[config.mk]
export PLATFORM = sky130hd
export DESIGN_NAME = fa_cs303
export DESIGN_NICKNAME = d
export VERILOG_FILES = /design/src/rtl/fa_cs303.sv
export SDC_FILE = /design/constraint.sdc
export NUM_CORES = 1
export LEC_CHECK = 0
export BUFFER_PORTS_ARGS = -buffer_cell sky130_fd_sc_hd__buf_2
export CELL_PAD_IN_SITES_DETAIL_PLACEMENT = 1
export CELL_PAD_IN_SITES_GLOBAL_PLACEMENT = 1
export CORE_MARGIN = 1
export CORE_UTILIZATION = 31
export DETAILED_ROUTE_END_ITERATION = 8
export GPL_TIMING_DRIVEN = 0
export PLACE_DENSITY = 0.59
export RECOVER_POWER = 50
export SYNTH_ARGS = -nofsm -noshare
export SYNTH_HDL_FRONTEND = slang
export SYNTH_SLANG_ARGS = --single-unit
[constraint.sdc]
create_clock -name clk -period 2.1 [get_ports clk]
set_clock_uncertainty 0.05 [all_clocks]
set_input_delay 0.21 -clock clk [delete_from_list [all_inputs] [get_ports clk]]
set_output_delay 0.21 -clock clk [all_outputs]
set_load 0.05 [all_outputs]
[src/rtl/fa_cs303.sv]
// Full adder with a bit-serial word adder engine (LSB first) sharing the same x/y/z inputs.
// Optional signed-overflow output ovf is enabled by defining FA_CS303_OVF_EN.
module fa_cs303 #(
    parameter int WIDTH = 8
) (
    input  logic             x,
    input  logic             y,
    input  logic             z,
    output logic             C,
    output logic             S,
    input  logic             clk,
    input  logic             rst_n,
    input  logic             en,
    input  logic             start,
    output logic [WIDTH-1:0] sum_word,
    output logic             cout_word,
    output logic             done,
    output logic             busy
`ifdef FA_CS303_OVF_EN
    ,
    output logic             ovf
`endif
);

    localparam int CNT_W = (WIDTH > 2) ? $clog2(WIDTH) : 1;
    localparam logic [CNT_W-1:0] LAST_CNT = CNT_W'(WIDTH - 1);

    function automatic logic fa_sum(input logic a, input logic b, input logic c);
        return a ^ b ^ c;
    endfunction

    function automatic logic fa_maj(input logic a, input logic b, input logic c);
        return (a & b) | (a & c) | (b & c);
    endfunction

    logic             carry_q;
    logic [WIDTH-1:0] sh;
    logic [CNT_W-1:0] cnt;

    logic             cin;
    logic             sbit;
    logic             carry_n;
    logic             last;
    logic [WIDTH-1:0] sh_n;

    // The legacy full adder is purely combinational and never sees clock or reset.
    assign S = fa_sum(x, y, z);
    assign C = fa_maj(x, y, z);

    // A start bit takes its carry-in from z and abandons any partial word.
    assign cin     = start ? z : carry_q;
    assign sbit    = fa_sum(x, y, cin);
    assign carry_n = fa_maj(x, y, cin);
    assign last    = !start && (cnt == LAST_CNT);
    assign sh_n    = {sbit, sh[WIDTH-1:1]};
    assign busy    = (cnt != '0);

    always_ff @(posedge clk or negedge rst_n) begin
        if (!rst_n) begin
            carry_q   <= 1'b0;
            sh        <= '0;
            cnt       <= '0;
            sum_word  <= '0;
            cout_word <= 1'b0;
            done      <= 1'b0;
`ifdef FA_CS303_OVF_EN
            ovf       <= 1'b0;
`endif
        end else begin
            done <= 1'b0;
            if (en) begin
                sh <= sh_n;
                if (last) begin
                    sum_word  <= sh_n;
                    cout_word <= carry_n;
                    done      <= 1'b1;
                    cnt       <= '0;
                    carry_q   <= 1'b0;
`ifdef FA_CS303_OVF_EN
                    // Carry into the MSB is cin of this final bit; carry out is carry_n.
                    ovf       <= cin ^ carry_n;
`endif
                end else begin
                    carry_q <= carry_n;
                    cnt     <= start ? CNT_W'(1) : cnt + CNT_W'(1);
                end
            end
        end
    end

endmodule

After elaboration in Yosys (flattened, before gate mapping)
Index checks and enable logic that the tools add are counted.

cells by class
  add/sub/neg operators = 1
  equal/unequal tests = 1
  mux-type cells = 6
  bitwise logic cells = 12
  reduce and logical (&&, ||, !) cells = 4

operators with widths
  kind                                          number
  two-way mux 3 bit                             2
  bitwise AND 1 bit                             5
  two-way mux 1 bit                             4
  OR 1 bit                                      4
  adder 3 x 1 -> 3 bit (second input constant)  1
  equality test 3 bit (second input constant)   1
  nonzero test 3 bit                            1
  XOR 1 bit                                     3
  AND reduction 2 bit                           1
  logical AND 1 bit                             1
  zero test 1 bit                               1

word-level totals
  flip-flop bits (word level) = 22

Logic depth before layout (Yosys ltp)
Gate-level depths: netlist of the first run.

  word-level depth = 5
  depth in mapped cells = 5
  gate-level depth less buffers = 5

Worst setup path before layout of the first run
OpenSTA, ideal clock, no wires.

  path type = reg2reg
  start point = register cnt[0]
  end point = register cout_word
  setup time = 0.125 ns
  arrival time = 1.351 ns
  path slack = 0.574 ns
  stages on the path, launching flop included = 6
  path buffers = 1
  period minus slack after synthesis = 1.526 ns
  cell sequence = dfrtp_1 > ha_1 > ha_1 > nand3b_1 > buf_6 > mux2_4

between the ends
  longest elaborated chain between the ends = 3

ends and longest elaborated chain
  what                                  line  text
  start, declared                       38    logic [CNT_W-1:0] cnt;
  start signal, assigned                85    cnt <= start ? CNT_W'(1) : cnt + CNT_W'(1);
  equality test 3 bit                   54    assign last = !start && (cnt == LAST_CNT);
  logical AND 1 bit                     54
  AND reduction 2 bit (no source line)  --
  end signal, assigned                  75    cout_word <= carry_n;
  end, declared                         16    output logic cout_word,

No other way between the ends.
A chain may end at the register's enable or synchronous reset.

Worst setup path in the final report of the first run
  start point = register cnt[0]
  end point = register sum_word[4]

between the ends
  longest elaborated chain between the ends = 3

ends and longest elaborated chain
  what                                  line  text
  equality test 3 bit                   54
  logical AND 1 bit                     54
  AND reduction 2 bit (no source line)  --
  end signal, assigned                  74    sum_word <= sh_n;
  end, declared                         15    output logic [WIDTH-1:0] sum_word,

No other way between the ends.

==> results.cfg, run 1 <==
[cts]
cts_resized = 0
postCtsSetupRepairBufs = 0
cts_max_level = 1
cts-buffers-inserted = 3
cts_buffer_depth = 2
root_buffer = clkbuf_4
path_clk_slew_ns = 0.11
clk_latency_ns = 0.31
cts_sinks = 21
cts_tree = yes

[cells_and_area]
area_growth_pct = 17.53
fill_cells = 307
fin_area_um2 = 1107
final_common_cell = dfrtp_1
drive_above_1_share = 0.4713
fin_nets = 100
antenna_cells = 0
stdcell_count = 118
layout_common_cells = dfrtp_1, buf_2, mux2_4, mux2_2

[critical_path]
path_max_fanout = 10
crit_path_end_kind = flop
r2r_start = cnt[0]
worstPathRequired_ns = 2.24
crit_arrival_ns = 1.82
crit_path_start_kind = flop
crit_path_start = cnt[0]
crit_type = reg2reg

[yosys]
syn_avg_cell_area_um2 = 14.72
ys_top_cells_by_area = dfrtp_1, mux2_4, mux2_2, fa_1, ha_1
ys_ff_latch = 21
ys_warn_count = 0
netlist_area_um2 = 942.2
synth_top_area_frac = 0.5578
yosysSeqAreaShare = 0.5578
syn_inst = 64
yosys.area.top_type = dfrtp_1
synth_fp_nets = 76
ys_types = 17

[run_status]
violations = design-rule violations
status = finished, violations left

[grt]
grt_max_degree = 22
grt_pass1_wl_mm = 2.739
busiest_layer = met2
globalRouteMet3Util = 0.04762
grt-ovfl-total = 0
grtUsageMet2 = 0.1983
antenna_found_initial = 0
grt_pass1_vias = 615
track_usage = 0.1125
grt_use_met1 = 0.1283

[floorplan]
die_area_um2 = 3264
rows = 19
core_area_um2 = 2829
fp.dieH_um = 57.13
initial_core_util = 0.3330
die_x_um = 57.13
io_pins = 20

[sta]
fin_crit_sh = 0.7994
setup_viol = 0
post-route-min-period_ns = 1.679
relSlewSlack = 0.2403
drv_slew = 0
max_clock_freq_mhz = 595.7
worst_pin_slew_ns = 1.140
rsz0062_at_grt = false
worst_hold_slack_ns = 0.1406
hold_viol = 0
fin_setup_tns_ns = 0

[placement]
placed_area_um2 = 1071
place.gp.congestion = 0.6748
hpwl_mm = 1.148
port_buffers = 18
place_inst = 113

[worst_hold_path]
min-delay-start = start
hold_path_class = in2reg

[drt]
wl_per_cell_um = 13.69
vias_per_cell = 4.729
drt.antenna.violating_nets = 0
dr.pass1.iters = 6
drc = 4
first_iter_violations = 6
route.vias.total = 558
wl_mm = 1.616

[pwr]
power_mw = 1.309
leakagePower_nw = 0.5899
ir_drop_v = 0.0007530
p_per_area_nw_per_um2 = 1182

[run]
max_cap_viol_count = 0
[cell type report]
type,instances,area (um2),area share
multi-input combinational,35,371.6,0.3356
clock buffer,3,22.52,0.02034
timing repair buffer,19,98.84,0.08927
tap,31,38.79,0.03503
buffer,3,26.28,0.02373
inverter,5,18.77,0.01695
clock inverter,1,5.005,0.004520
sequential,21,525.5,0.4746
[per-stage QoR]
stage               utilization  worst slack (ns)
detailed placement       0.3786            0.4378
finish                   0.3914            0.4213
CTS                      0.3919            0.3934
global route             0.3914            0.3488
floorplan                     -            0.5744
global placement         0.3786            0.4622
[critical path: stages, from the launching register on]
cell and delay [ns]:
dfrtp_1 0.43, ha_1 0.23, ha_1 0.24, nand3b_1 0.12
buf_6 0.18, mux2_4 0.32
[synth_stat cells, drive strengths merged]
library cell / instances
o22ai: 1
nor2: 1
buf: 3
nor2b: 1
a21oi: 1
fa: 2
ha: 3
nand2: 5
nand3b: 1
o32ai: 2
dfrtp: 21
o21ai: 1
inv: 5
o21ba: 1
mux2: 16
[cell families (layout without fill, tap and decap cells)]
group	Yosys count	count (layout)	share of synthesized area
mux	16	16	0.2271
simple gates	8	8	0.03852
fa+ha+maj	5	5	0.08234
buf+inv	8	31	0.04781
compound gates	6	6	0.04648
flops	21	21	0.5578
[per-layer routing]
layer	part of all wire	up-vias	wire length, um
met5	0	-	0
met1	0.44	283	705
met4	0.0074	0	12
met2	0.52	11	833
li1	-	262	-
met3	0.040	2	65
[repair_timing]
action                                 CTS  global route
endpoints found under the hold margin   21             0
setup endpoints to repair                0             0
hold buffers                             1             0
[sequential cells by signal (all words and copies together) (netlist names)]
register   cells
cnt            3
sh             7
sum_word       8
done           1
cout_word      1
carry_q        1
[power by group]
part	leakage, nW	switching (mW)	internal [mW]
registers	0.267	0.0719	0.525
logic	0.305	0.328	0.189
clock network	0.0177	0.124	0.0710
total	0.590	0.524	0.785
[final timing paths]
check,end,slack (ns),cells after the start
max,sum_word[4],0.42,5
min,cnt[2],0.14,2
max reg2reg,sum_word[4],0.42,5
min reg2reg,sum_word[3],0.47,1
max in group asynchronous,cnt[0],0.71,2
min in group asynchronous,sum_word[0],0.60,2
No activity file was read; power rests on OpenSTA's default activity.
==> run 2, diff against run 1 <==
- ABC_AREA: unset -> 1
- PLACE_DENSITY: 0.59 -> 0.63
- clock period: 2.1 -> 1.57 ns (I/O delays scaled with it)
==> results.cfg, run 2 <==
[cts]
clk_latency_ns = 0.31
cts_sinks = 21
cts_tree = yes
cts_resized = 0
cts_buffer_depth = 2
cts-buffers-inserted = 3
root_buffer = clkbuf_4
cts_max_level = 1
path_clk_slew_ns = 0.12
postCtsSetupRepairBufs = 0

[cells_and_area]
area_growth_pct = 17.40
fin_nets = 145
top_register = sum_word
fin_util = 0.3996
stdcell_count = 163
drive_above_1_share = 0.2045
antenna_cells = 0
layout_common_cells = nand2_1, dfrtp_1, buf_2, inv_1, nand4_1
top_regs = sum_word: 8 flops, sh: 7 flops, cnt: 3 flops
fin_area_um2 = 1140
final_common_cell = nand2_1
largest_reg_flops = 8

[yosys]
ys_top_cells_by_count = nand2_1, dfrtp_1, inv_1, nand4_1, nor2_1
syn_avg_cell_area_um2 = 8.990
ys_async_sr_fraction = 1.000
ys_warn_count = 0
synth_top_area_frac = 0.5412
ys_ff_latch = 21
syn_inst = 108
yosysSeqAreaShare = 0.5412
yosys.area.top_type = dfrtp_1
netlist_area_um2 = 970.9
ys_top_cells_by_area = dfrtp_1, nand2_1, nand4_1, fa_1, ha_1
ys_types = 14
synth_fp_nets = 120
yosysMostFrequentCell = nand2_1
synth_edf_count = 0
synth_top_flop_cell = dfrtp_1

[worst_hold_path]
hold_path_class = in2reg
min-delay-start = en

[critical_path]
crit_arrival_ns = 1.27
crit_path_start_kind = flop
worstPathRequired_ns = 1.36
path_max_fanout = 4
crit_path_end_kind = primary output
r2r_start = cnt[0]
crit_type = reg2out
crit_path_start = cnt[0]

[pwr]
netSwitchingPower_mw = 0.5748
sw_frac_of_total = 0.4027
leakagePower_nw = 0.6693
comb_power_share = 0.327
ir_drop_v = 0.0004009
internal-power_mw = 0.8526
p_per_area_nw_per_um2 = 1252
seqPwrFrac = 0.485
pwr-share-clk = 0.187
power_mw = 1.427

[sta]
post-route-min-period_ns = 1.472
max_clock_freq_mhz = 679.3
worst_pin_slew_ns = 1.135
setup_ws_ns = 0.09791
hold_viol = 0
drv_slew = 0
fin_crit_sh = 0.9376
worst_hold_slack_ns = 0.1372
setup_viol = 0
fin_setup_tns_ns = 0
relSlewSlack = 0.2436
rsz0062_at_grt = false

[grt]
grt_pass1_vias = 854
grt_pass1_wl_mm = 3.767
grt_max_degree = 22
antenna_found_initial = 0
grt-ovfl-total = 0
track_usage = 0.1516

[placement]
hpwl_mm = 1.460
placed_area_um2 = 1105
place.gp.congestion = 0.6836
port_buffers = 19
place_inst = 158
dp_slack_ns = 0.06890

[drt]
first_iter_violations = 33
vias_per_cell = 4.644
drc = 2
wl_per_cell_um = 12.23
dr.pass1.iters = 6
route.vias.total = 757
wl_mm = 1.993
drt.antenna.violating_nets = 0

[run]
max_cap_viol_count = 0

[run_status]
violations = design-rule violations
status = finished, violations left

[floorplan]
initial_core_util = 0.3404
die_x_um = 57.97
core_area_um2 = 2853
fp.dieH_um = 57.97
die_area_um2 = 3360
rows = 19
io_pins = 20
==> run 2: changes by cell type after synthesis, sizes merged, moves of 2 or more <==
cell	previous run	this run
nand2	5	49
mux2	16	0
nand4	0	9
inv	5	10
nor2	1	6
nand3	0	2
o32ai	2	0
==> run 2: timing repair <==
item / in CTS / in global routing
setup endpoints to repair: 0 / 0
endpoints found under the hold margin: 21 / 0
hold buffers: 1 / 0
==> run 2: power groups by stage <==
stage	combinational (mW)	sequential [mW]	clock, mW
floorplan	0.187	0.869	0
global placement	0.464	0.701	0
detailed placement	0.475	0.704	0
CTS	0.477	0.694	0.280
global route	0.523	0.708	0.300
finish	0.467	0.693	0.268
==> run 2: final timing paths <==
kind,end,slack [ns],cells past startpoint
max in group asynchronous,sh[3],0.28,2
worst min-delay path,sh[5],0.14,4
min in group asynchronous,cout_word,0.52,2
worst max register to register,carry_q,0.19,6
worst max-delay path,busy,0.1,4
worst min register to register,sum_word[4],0.43,2
==> run 2: final cells by class <==
| type | instances | area, um2 |
|---|---|---|
| sequential | 21 | 525.5 |
| timing repair buffer | 20 | 103.9 |
| clock buffer | 4 | 26.28 |
| multi-input combinational | 73 | 372.9 |
| inverter | 10 | 37.54 |
| tap | 31 | 38.79 |
| buffer | 4 | 35.03 |
| fill | 361 | 1713 |
==> run 2: cell families (layout without fill, tap and decap cells) <==
kind of cell / after synthesis / after routing / synth area share
flops: 21 / 21 / 0.5412
buf+inv: 14 / 38 / 0.07473
simple gates: 66 / 66 / 0.2938
compound gates: 2 / 2 / 0.01031
fa+ha+maj: 5 / 5 / 0.07990
==> run 2: per-layer routing <==
metal  vias up  share of wire  wire length (um)  global-route usage
li1        384              -                 -                   -
met1       354           0.45               895              0.1764
met2        15           0.51              1007              0.2644
met3         4          0.028                56             0.03348
met4         0          0.017                34             0.07143
met5         -              0                 0                   0
==> run 2: critical path: stages (launching register included) <==
cell	delay [ns]
dfrtp_1	0.41
inv_1	0.06
ha_1	0.19
nand2_1	0.06
buf_2	0.25
